$ cat src/rtl/downsample2x2_ctrl.sv
`default_nettype none
// ============================================================================
// Module      : downsample2x2_ctrl
// Description : Micro-sequencer for 2x2 box-filter downsampling. Drives the
//               accumulator op code, R load strobe and data-memory address /
//               write strobe to average each 2x2 block of source pixels.
// Revision    : 1.0 - initial release
// ============================================================================
module downsample2x2_ctrl #(
    parameter int                ADDR_W   = 18,
    parameter int                DIM_W    = 16,
    parameter logic [ADDR_W-1:0] SRC_BASE = '0,
    parameter logic [ADDR_W-1:0] DST_BASE = 18'h20000
) (
    input  logic              clk,
    input  logic              reset,
    input  logic              start,
    input  logic [DIM_W-1:0]  nrows,
    input  logic [DIM_W-1:0]  ncols,
    output logic [4:0]        ac_enables,
    output logic              r_load,
    output logic [ADDR_W-1:0] mem_addr,
    output logic              mem_we,
    output logic              busy,
    output logic              done
);

    localparam logic [4:0]       C_AC_NOP   = 5'b00000;
    localparam logic [4:0]       C_AC_CLR   = 5'b01011;
    localparam logic [4:0]       C_AC_LDMEM = 5'b01110;
    localparam logic [4:0]       C_AC_ADD   = 5'b01001;
    localparam logic [4:0]       C_AC_SHR   = 5'b01000;
    localparam logic [DIM_W-1:0] C_DIM_ONE  = DIM_W'(1);

    typedef enum logic [4:0] {
        S_IDLE, S_SETUP,
        S_C0, S_L0, S_M0,
        S_C1, S_L1, S_A1, S_M1,
        S_C2, S_L2, S_A2, S_M2,
        S_C3, S_L3, S_A3,
        S_S1, S_S2, S_WR,
        S_DONE
    } state_t;

    state_t            r_state;
    state_t            w_nxt;
    logic [DIM_W-1:0]  r_orows;
    logic [DIM_W-1:0]  r_ocols;
    logic [DIM_W-1:0]  r_row;
    logic [DIM_W-1:0]  r_col;
    logic [ADDR_W-1:0] r_ncols;
    logic [ADDR_W-1:0] r_row_base;
    logic [ADDR_W-1:0] r_col_ptr;
    logic [ADDR_W-1:0] r_dst_ptr;
    logic [ADDR_W-1:0] w_col_ptr_nxt;
    logic [ADDR_W-1:0] w_row_step;
    logic              w_last_col;
    logic              w_last_row;
    logic              w_empty;

    // Per-state control word {ac_enables, r_load, mem_we}
    function automatic logic [6:0] ctl_of(input state_t s);
        logic [6:0] v;
        v = {C_AC_NOP, 1'b0, 1'b0};
        case (s)
            S_C0, S_C1, S_C2, S_C3: v = {C_AC_CLR,   1'b0, 1'b0};
            S_L0, S_L1, S_L2, S_L3: v = {C_AC_LDMEM, 1'b0, 1'b0};
            S_A1, S_A2, S_A3:       v = {C_AC_ADD,   1'b0, 1'b0};
            S_M0, S_M1, S_M2:       v = {C_AC_NOP,   1'b1, 1'b0};
            S_S1, S_S2:             v = {C_AC_SHR,   1'b0, 1'b0};
            S_WR:                   v = {C_AC_NOP,   1'b0, 1'b1};
            default:                v = {C_AC_NOP,   1'b0, 1'b0};
        endcase
        return v;
    endfunction

    assign w_last_col = (r_col == r_ocols - C_DIM_ONE);
    assign w_last_row = (r_row == r_orows - C_DIM_ONE);
    assign w_empty    = (r_orows == '0) || (r_ocols == '0);
    assign w_row_step = r_ncols << 1;

    // Next-state sequencing and the p0 address of the next output pixel
    always_comb begin
        w_nxt         = r_state;
        w_col_ptr_nxt = r_col_ptr;
        case (r_state)
            S_IDLE:  w_nxt = start ? S_SETUP : S_IDLE;
            S_SETUP: begin
                w_nxt         = w_empty ? S_DONE : S_C0;
                w_col_ptr_nxt = SRC_BASE;
            end
            S_C0:    w_nxt = S_L0;
            S_L0:    w_nxt = S_M0;
            S_M0:    w_nxt = S_C1;
            S_C1:    w_nxt = S_L1;
            S_L1:    w_nxt = S_A1;
            S_A1:    w_nxt = S_M1;
            S_M1:    w_nxt = S_C2;
            S_C2:    w_nxt = S_L2;
            S_L2:    w_nxt = S_A2;
            S_A2:    w_nxt = S_M2;
            S_M2:    w_nxt = S_C3;
            S_C3:    w_nxt = S_L3;
            S_L3:    w_nxt = S_A3;
            S_A3:    w_nxt = S_S1;
            S_S1:    w_nxt = S_S2;
            S_S2:    w_nxt = S_WR;
            S_WR: begin
                if (!w_last_col) begin
                    w_nxt         = S_C0;
                    w_col_ptr_nxt = r_col_ptr + ADDR_W'(2);
                end else if (!w_last_row) begin
                    w_nxt         = S_C0;
                    w_col_ptr_nxt = r_row_base + w_row_step;
                end else begin
                    w_nxt = S_DONE;
                end
            end
            S_DONE:  w_nxt = S_IDLE;
            default: w_nxt = S_IDLE;
        endcase
    end

    // Sequencer state, registered outputs for the upcoming state, and counters
    always_ff @(posedge clk) begin
        if (reset) begin
            r_state    <= S_IDLE;
            ac_enables <= C_AC_NOP;
            r_load     <= 1'b0;
            mem_we     <= 1'b0;
            mem_addr   <= '0;
            busy       <= 1'b0;
            done       <= 1'b0;
            r_orows    <= '0;
            r_ocols    <= '0;
            r_ncols    <= '0;
            r_row      <= '0;
            r_col      <= '0;
            r_row_base <= '0;
            r_col_ptr  <= '0;
            r_dst_ptr  <= '0;
        end else begin
            r_state                      <= w_nxt;
            {ac_enables, r_load, mem_we} <= ctl_of(w_nxt);
            done                         <= (w_nxt == S_DONE);
            busy                         <= (w_nxt != S_IDLE);
            r_col_ptr                    <= w_col_ptr_nxt;

            // Pixel address is presented in the CLR cycle and held through LD
            case (w_nxt)
                S_C0:    mem_addr <= w_col_ptr_nxt;
                S_C1:    mem_addr <= r_col_ptr + ADDR_W'(1);
                S_C2:    mem_addr <= r_col_ptr + r_ncols;
                S_C3:    mem_addr <= r_col_ptr + r_ncols + ADDR_W'(1);
                S_WR:    mem_addr <= r_dst_ptr;
                default: mem_addr <= mem_addr;
            endcase

            case (r_state)
                S_IDLE: begin
                    if (start) begin
                        r_orows <= nrows >> 1;
                        r_ocols <= ncols >> 1;
                        r_ncols <= ADDR_W'(ncols);
                    end
                end
                S_SETUP: begin
                    r_row      <= '0;
                    r_col      <= '0;
                    r_row_base <= SRC_BASE;
                    r_dst_ptr  <= DST_BASE;
                end
                S_WR: begin
                    r_dst_ptr <= r_dst_ptr + ADDR_W'(1);
                    if (!w_last_col) begin
                        r_col <= r_col + C_DIM_ONE;
                    end else begin
                        r_col      <= '0;
                        r_row      <= r_row + C_DIM_ONE;
                        r_row_base <= r_row_base + w_row_step;
                    end
                end
                default: begin
                end
            endcase
        end
    end

endmodule
`default_nettype wire

$ cat config.mk
export PLATFORM = sky130hd
export DESIGN_NAME = downsample2x2_ctrl
export DESIGN_NICKNAME = d
export VERILOG_FILES = /design/src/rtl/downsample2x2_ctrl.sv
export SDC_FILE = /design/constraint.sdc
export NUM_CORES = 1
export LEC_CHECK = 0
export CORE_MARGIN = 5
export CORE_UTILIZATION = 39
export CTS_BUF_LIST = sky130_fd_sc_hd__clkbuf_8
export CTS_CLUSTER_DIAMETER = 40
export DETAILED_ROUTE_END_ITERATION = 10
export PLACE_DENSITY = 0.6
export SLEW_MARGIN = 20
export SYNTH_ARGS = -nofsm -noshare
export SYNTH_HDL_FRONTEND = slang
export SYNTH_SLANG_ARGS = --single-unit
$ cat constraint.sdc
create_clock -name clk -period 7.45 [get_ports clk]
set_input_delay 1.1175 -clock clk [delete_from_list [all_inputs] [get_ports clk]]
set_output_delay 1.1175 -clock clk [all_outputs]
set_load 0.02 [all_outputs]
# Word-level counts from Yosys, hierarchy flattened
# Memories as Yosys holds them, arrays and structs flattened. A register that Yosys moved wholly into a read port is not among the register bits.
# Cells that the tools add are included.
# op_classes
eq_ne,27
n_reduce_logical,9
mux,16
addsub,10
# op_table
op,count
case mux 18 bit (2 select lines),3
case mux 5 bit (19 select lines),1
case mux 18 bit (5 select lines),1
case mux 16 bit (2 select lines),2
adder 18 x 1 -> 18 bit (second input constant),3
2-to-1 mux 18 bit,3
equality test 5 x 4 -> 1 bit (second input constant),10
adder 16 x 1 -> 16 bit (second input constant),2
equality test 16 bit,2
logical NOT 16 bit,2
2-to-1 mux 16 bit,2
subtractor 15 x 1 -> 16 bit (second input constant),2
equality test 5 x 3 -> 1 bit (second input constant),5
equality test 5 bit (second input constant),5
adder 18 x 16 -> 18 bit,1
adder 18 x 17 -> 18 bit,1
adder 18 x 2 -> 18 bit (second input constant),1
equality test 5 x 2 -> 1 bit (second input constant),3
2-to-1 mux 5 bit,3
nonzero test 5 bit,2
equality test 5 x 1 -> 1 bit (second input constant),1
logical NOT 5 bit,1
AND reduction 2 bit,2
!= test 2 bit (second input constant),1
3 further kinds,3
# word_totals
word_cells,76
mem_count,1
in_bits,35
regBits,162
rom_bits,192
# mem_list
name,words,word_bits,rd,rd_clocked_by_memory_dff,write_ports,line_no,rtl
(name not given),32,6,1,1,0,65,case (s)

# Longest topological paths before layout
# depth
word_depth,7
depth_mapped,28
depth_no_buf,24

# Worst setup path before layout
# No wires, ideal clock.
# synth_timing
path_kind,reg-to-reg
start,register r_ncols[1]
end,register mem_addr[6]
setup_time_ns,0.115
arrival_time_ns,5.600
synth_period_minus_slack_ns,5.715
setup_slack_ns,1.735
required_ns,7.335
stages_incl_launch_ff,29
path_cell_list,dfxtp_1 > clkbuf_1 > inv_1 > ha_1 > clkbuf_1 > inv_1 > nor4b_2 > nor4b_1 > a311oi_1 > a21o_1 > nor3_4 > a21boi_1 > clkinv_1 > ha_1 > and3b_1 > o21ai_1 > clkbuf_1 > clkbuf_1 > nand2_1 > o21ai_0 > ha_1 > inv_1 > a221o_1 > a211o_1 > xnor2_1 > o221ai_1 > a211o_1 > o21ai_1 > o21ba_1
# synth_between
elab_chain_len,5
# synth_rtl
item,line_no,rtl
from (decl),51,logic [ADDR_W-1:0] r_ncols;
from (signal assigned),164,r_ncols <= ADDR_W'(ncols);
"parallel branches: the longest is 4 deep, another holds adder 18 x 16 -> 18 bit",n/a,
case mux 18 bit (5 select lines) (*),150,case (w_nxt)
to (signal assigned),151,S_C0: mem_addr <= w_col_ptr_nxt;
to (signal assigned),152,S_C1: mem_addr <= r_col_ptr + ADDR_W'(1);
to (signal assigned),153,S_C2: mem_addr <= r_col_ptr + r_ncols;
to (decl),22,"output logic [ADDR_W-1:0] mem_addr,"
# Every way passes the cells marked *.
# A chain may end at the register's enable or synchronous reset.

# Worst setup path after layout
# layout_timing
start,register r_ncols[1]
end,register mem_addr[17]
# The elaborated chain is that of the path after synthesis.

==> impl_metrics.tcl <==
set metrics [dict create \
    cts_tree "built" \
    holdBufCountCts 0 \
    cts_sinks 147 \
    final_core_util 0.441 \
    wl_per_cell_um 18.0 \
    use_met1 0.274 \
    status "completed" \
    ys_seq_elements 147 \
    die_h_um 174 \
    detail-route-antenna-nets 0 \
    wl_um 31200 \
    avgSynthCellArea_um2 7.71 \
    vias 10241 \
    syn-cell-area_um2 10500 \
    antenna_found_initial 0 \
    ys_seq_area_frac 0.280 \
    yosys_warnings 0 \
    fillers 2722 \
    critPathKind "flip-flop to flip-flop" \
    setup_viol 0 \
    clock-root-buffer "clkbuf_8" \
    peakVddDrop_mv 0.114 \
    use_met3 0.0294 \
    gp_congestion 0.910 \
    synth.distinct_cells 98 \
    drive_above_1_share 0.0651 \
    power_per_cell_area_nw_per_um2 243 \
    fin_crit_ns 6.47 \
    skew_ns 0.0164 \
    die-width_um 174 \
    cts_setup_buffers 0 \
    syn_inst 1364 \
    synth-edff-count 0 \
    drtIter0Drc 815 \
    placed_area_um2 11300 \
    dieArea_um2 30300 \
    grt_pass1_vias 9679 \
    hold_ws_ns 0.470 \
    tns_ns 0 \
    diodes 0 \
    drv_cap 0 \
    fmax_mhz 155 \
    fin_nets 1466 \
    area_growth_pct 12.1 \
    slew-limit-headroom 0.353 \
    worstPathArrival_ns 6.86 \
    dr.pass1.iters 6 \
    io_buffer_count 59 \
    rows 60 \
    cp_max_fo 14 \
    fin_crit_sh 0.868 \
    worst_pin_slew_ns 0.970 \
    ys_async_sr_fraction 0 \
    cts_resized 0 \
    ioPinCount 62 \
    crit_required_ns 7.84 \
    critPathBufInv 2 \
    clk_pin_slew_worst_paths_ns 0.10 \
    multi_input_area_um2 7170 \
    synth_ff_type "dfxtp_1" \
    fin_area_um2 11800 \
    drc 0 \
    met2_usage 0.339 \
    grt_usage 0.203 \
    cts_inserted_buffers 17 \
    crit_chain "inv_1, ha_1, nor3b_1, a41o_1, or3b_2, o211a_1, a21o_1, nor3_4, a21boi_1, clkinv_1, ha_1, and3b_1, o21a_1, nand4_1, and2_1, nor2_1, nand2b_1, nand4b_1, o311a_1, or4_1, o211ai_1" \
    cp_common_cell "ha_1" \
    layout.area.seq_um2 2940 \
    clock_path_buffers 2 \
    grt_max_degree 83 \
    core_um2 26700 \
    worst_setup_path_start_kind "flip-flop" \
    hold_path.class "flip-flop to flip-flop" \
    path_delay_family "simple AND/OR/NAND/NOR gates" \
    grt_pass1_wl_um 51100 \
    initial_core_util 0.393 \
    cts_max_level 4 \
    via_per_inst 5.89 \
    post-dp-hpwl_um 22600 \
    insertion_delay_ns 0.47 \
    leakage_nw 4.27 \
    slowest_delay_ns 0.69 \
    grt_busiest_layer "met2" \
    endpoint_kind "flip-flop" \
    slowest_stage "dfxtp_1" \
    finalHoldViolCount 0 \
    grt_overflow 0 \
    report.final.slew_viol_count 0 \
    rsz0062_at_grt "false" \
    synth_fp_nets 1445 \
]
[sequential cells by signal, indices dropped and copies added, names as in the netlist]
name        flops
busy            1
r_orows        15
mem_we          1
r_row_base     17
ac_enables      4
done            1
r_dst_ptr      18
mem_addr       18
r_state         5
r_col          16
r_ncols        16
r_load          1
r_row          16
r_col_ptr      18
[power breakdown]
part	total [mW]	internal [mW]	switching (mW)
Sequential	0.984	0.873	0.110
Combinational	1.15	0.461	0.687
Clock	0.735	0.378	0.357
[per-layer routing]
layer | share of wire | vias up
li1 | - | 5019
met1 | 0.46 | 4904
met2 | 0.47 | 271
met3 | 0.050 | 47
met4 | 0.022 | 0
met5 | 0 | -
[path summary, 6_finish.rpt]
path	to	slack [ns]	cells past startpoint	start
setup / recovery	mem_addr[17]	0.98	21	r_ncols[1]
hold / removal	r_row_base[11]	0.47	2	r_row_base[11]
setup reg to reg	mem_addr[17]	0.98	21	r_ncols[1]
hold reg to reg	r_row_base[11]	0.47	2	r_row_base[11]
[cell families after synthesis]
family	Yosys count	share of synthesized area
AND/OR/NAND/NOR	576	0.283
flip-flops	147	0.280
multiplexers	15	0.0148
buffers and inverters	97	0.0394
XOR/XNOR	98	0.0831
AO/OA/AOI/OAI	384	0.243
other	1	0.000357
adder cells (fa/ha/maj)	46	0.0562
[worst reg2reg max path, delay by kind of cell (launching register included)]
kind                       cells  cell delay [ns]
and+or+nand+nor               10             2.89
AOI/OAI and AO/OA              7             2.01
DFF                            1             0.69
adders and majority gates      2             0.55
buffers and inverters          2             0.26
[area by class of cell]
cell class,count,share of cell area
flip-flops and latches,147,0.250
well taps,341,0.0362
multi-input cells,1120,0.609
clock buffers,18,0.0210
repair buffers,73,0.0589
inverters,26,0.00829
clock inverters,13,0.0167
[cell usage in the layout, fill, tap and decap left out, drive strengths merged, types with 8 or more instances in the layout]
| master | Yosys | routed |
|---|---|---|
| nand3 | 69 | 69 |
| nor2 | 121 | 121 |
| clkbuf | 54 | 18 |
| ha | 44 | 44 |
| nand4 | 15 | 15 |
| nand2 | 168 | 168 |
| a211o | 10 | 10 |
| a21oi | 137 | 137 |
| mux2i | 11 | 11 |
| o31ai | 9 | 9 |
| xnor2 | 67 | 67 |
| nor4 | 9 | 9 |
| nand3b | 18 | 18 |
| buf | 17 | 15 |
| nand2b | 12 | 12 |
| o21a | 15 | 15 |
| xor2 | 30 | 30 |
| o211ai | 10 | 10 |
| clkdlybuf4s50 | 0 | 58 |
| a211oi | 23 | 23 |
| dfxtp | 147 | 147 |
| a2111oi | 8 | 8 |
| or2 | 19 | 19 |
| a31oi | 9 | 9 |
| a21o | 16 | 16 |
| and2 | 15 | 15 |
| nor2b | 11 | 11 |
| and3 | 29 | 29 |
| a311oi | 9 | 9 |
| o21ai | 63 | 63 |
| or3 | 16 | 16 |
| nor3 | 36 | 36 |
| a221oi | 12 | 12 |
| inv | 25 | 29 |
[through the flow]
step | worst slack (ns) | std cells | total power [mW]
after global placement | 1.28 | 1707 | 2.13
final | 0.981 | 1738 | 2.87
after CTS | 1.05 | 1738 | 2.88
after detailed placement | 1.16 | 1707 | 2.15
after floorplan | 1.73 | 1364 | 1.78
after global routing | 0.321 | 1738 | 3.04
[cell usage after synthesis (5+ instances only)]
| master | count | area [um^2] |
|---|---|---|
| a211o_1 | 10 | 87.6 |
| a211oi_1 | 23 | 173 |
| a21o_1 | 16 | 120 |
| a21oi_1 | 135 | 676 |
| a221o_1 | 6 | 60.1 |
| a221oi_1 | 11 | 96.3 |
| a2bb2oi_1 | 5 | 43.8 |
| a311oi_1 | 9 | 78.8 |
| a31oi_1 | 9 | 56.3 |
| and2_1 | 15 | 93.8 |
| and3_1 | 29 | 181 |
| buf_1 | 5 | 18.8 |
| clkbuf_1 | 54 | 203 |
| dfxtp_1 | 147 | 2940 |
| ha_1 | 44 | 551 |
| inv_1 | 25 | 93.8 |
| mux2i_1 | 11 | 110 |
| nand2_1 | 168 | 631 |
| nand2b_1 | 12 | 75.1 |
| nand3_1 | 69 | 345 |
| nand3b_1 | 18 | 135 |
| nand4_1 | 15 | 93.8 |
| nor2_1 | 121 | 454 |
| nor2b_1 | 11 | 68.8 |
| nor3_1 | 31 | 155 |
| nor4_1 | 8 | 50.1 |
| nor4b_1 | 5 | 43.8 |
| o211ai_1 | 10 | 75.1 |
| o21a_1 | 15 | 113 |
| o21ai_0 | 40 | 200 |
| o21ai_1 | 23 | 115 |
| o21bai_1 | 7 | 52.6 |
| o31ai_1 | 8 | 60.1 |
| or2_2 | 14 | 87.6 |
| or3_1 | 16 | 100 |
| or4_1 | 6 | 45.0 |
| xnor2_1 | 67 | 587 |
| xor2_1 | 30 | 263 |
Power figures use the tool's default switching activity.
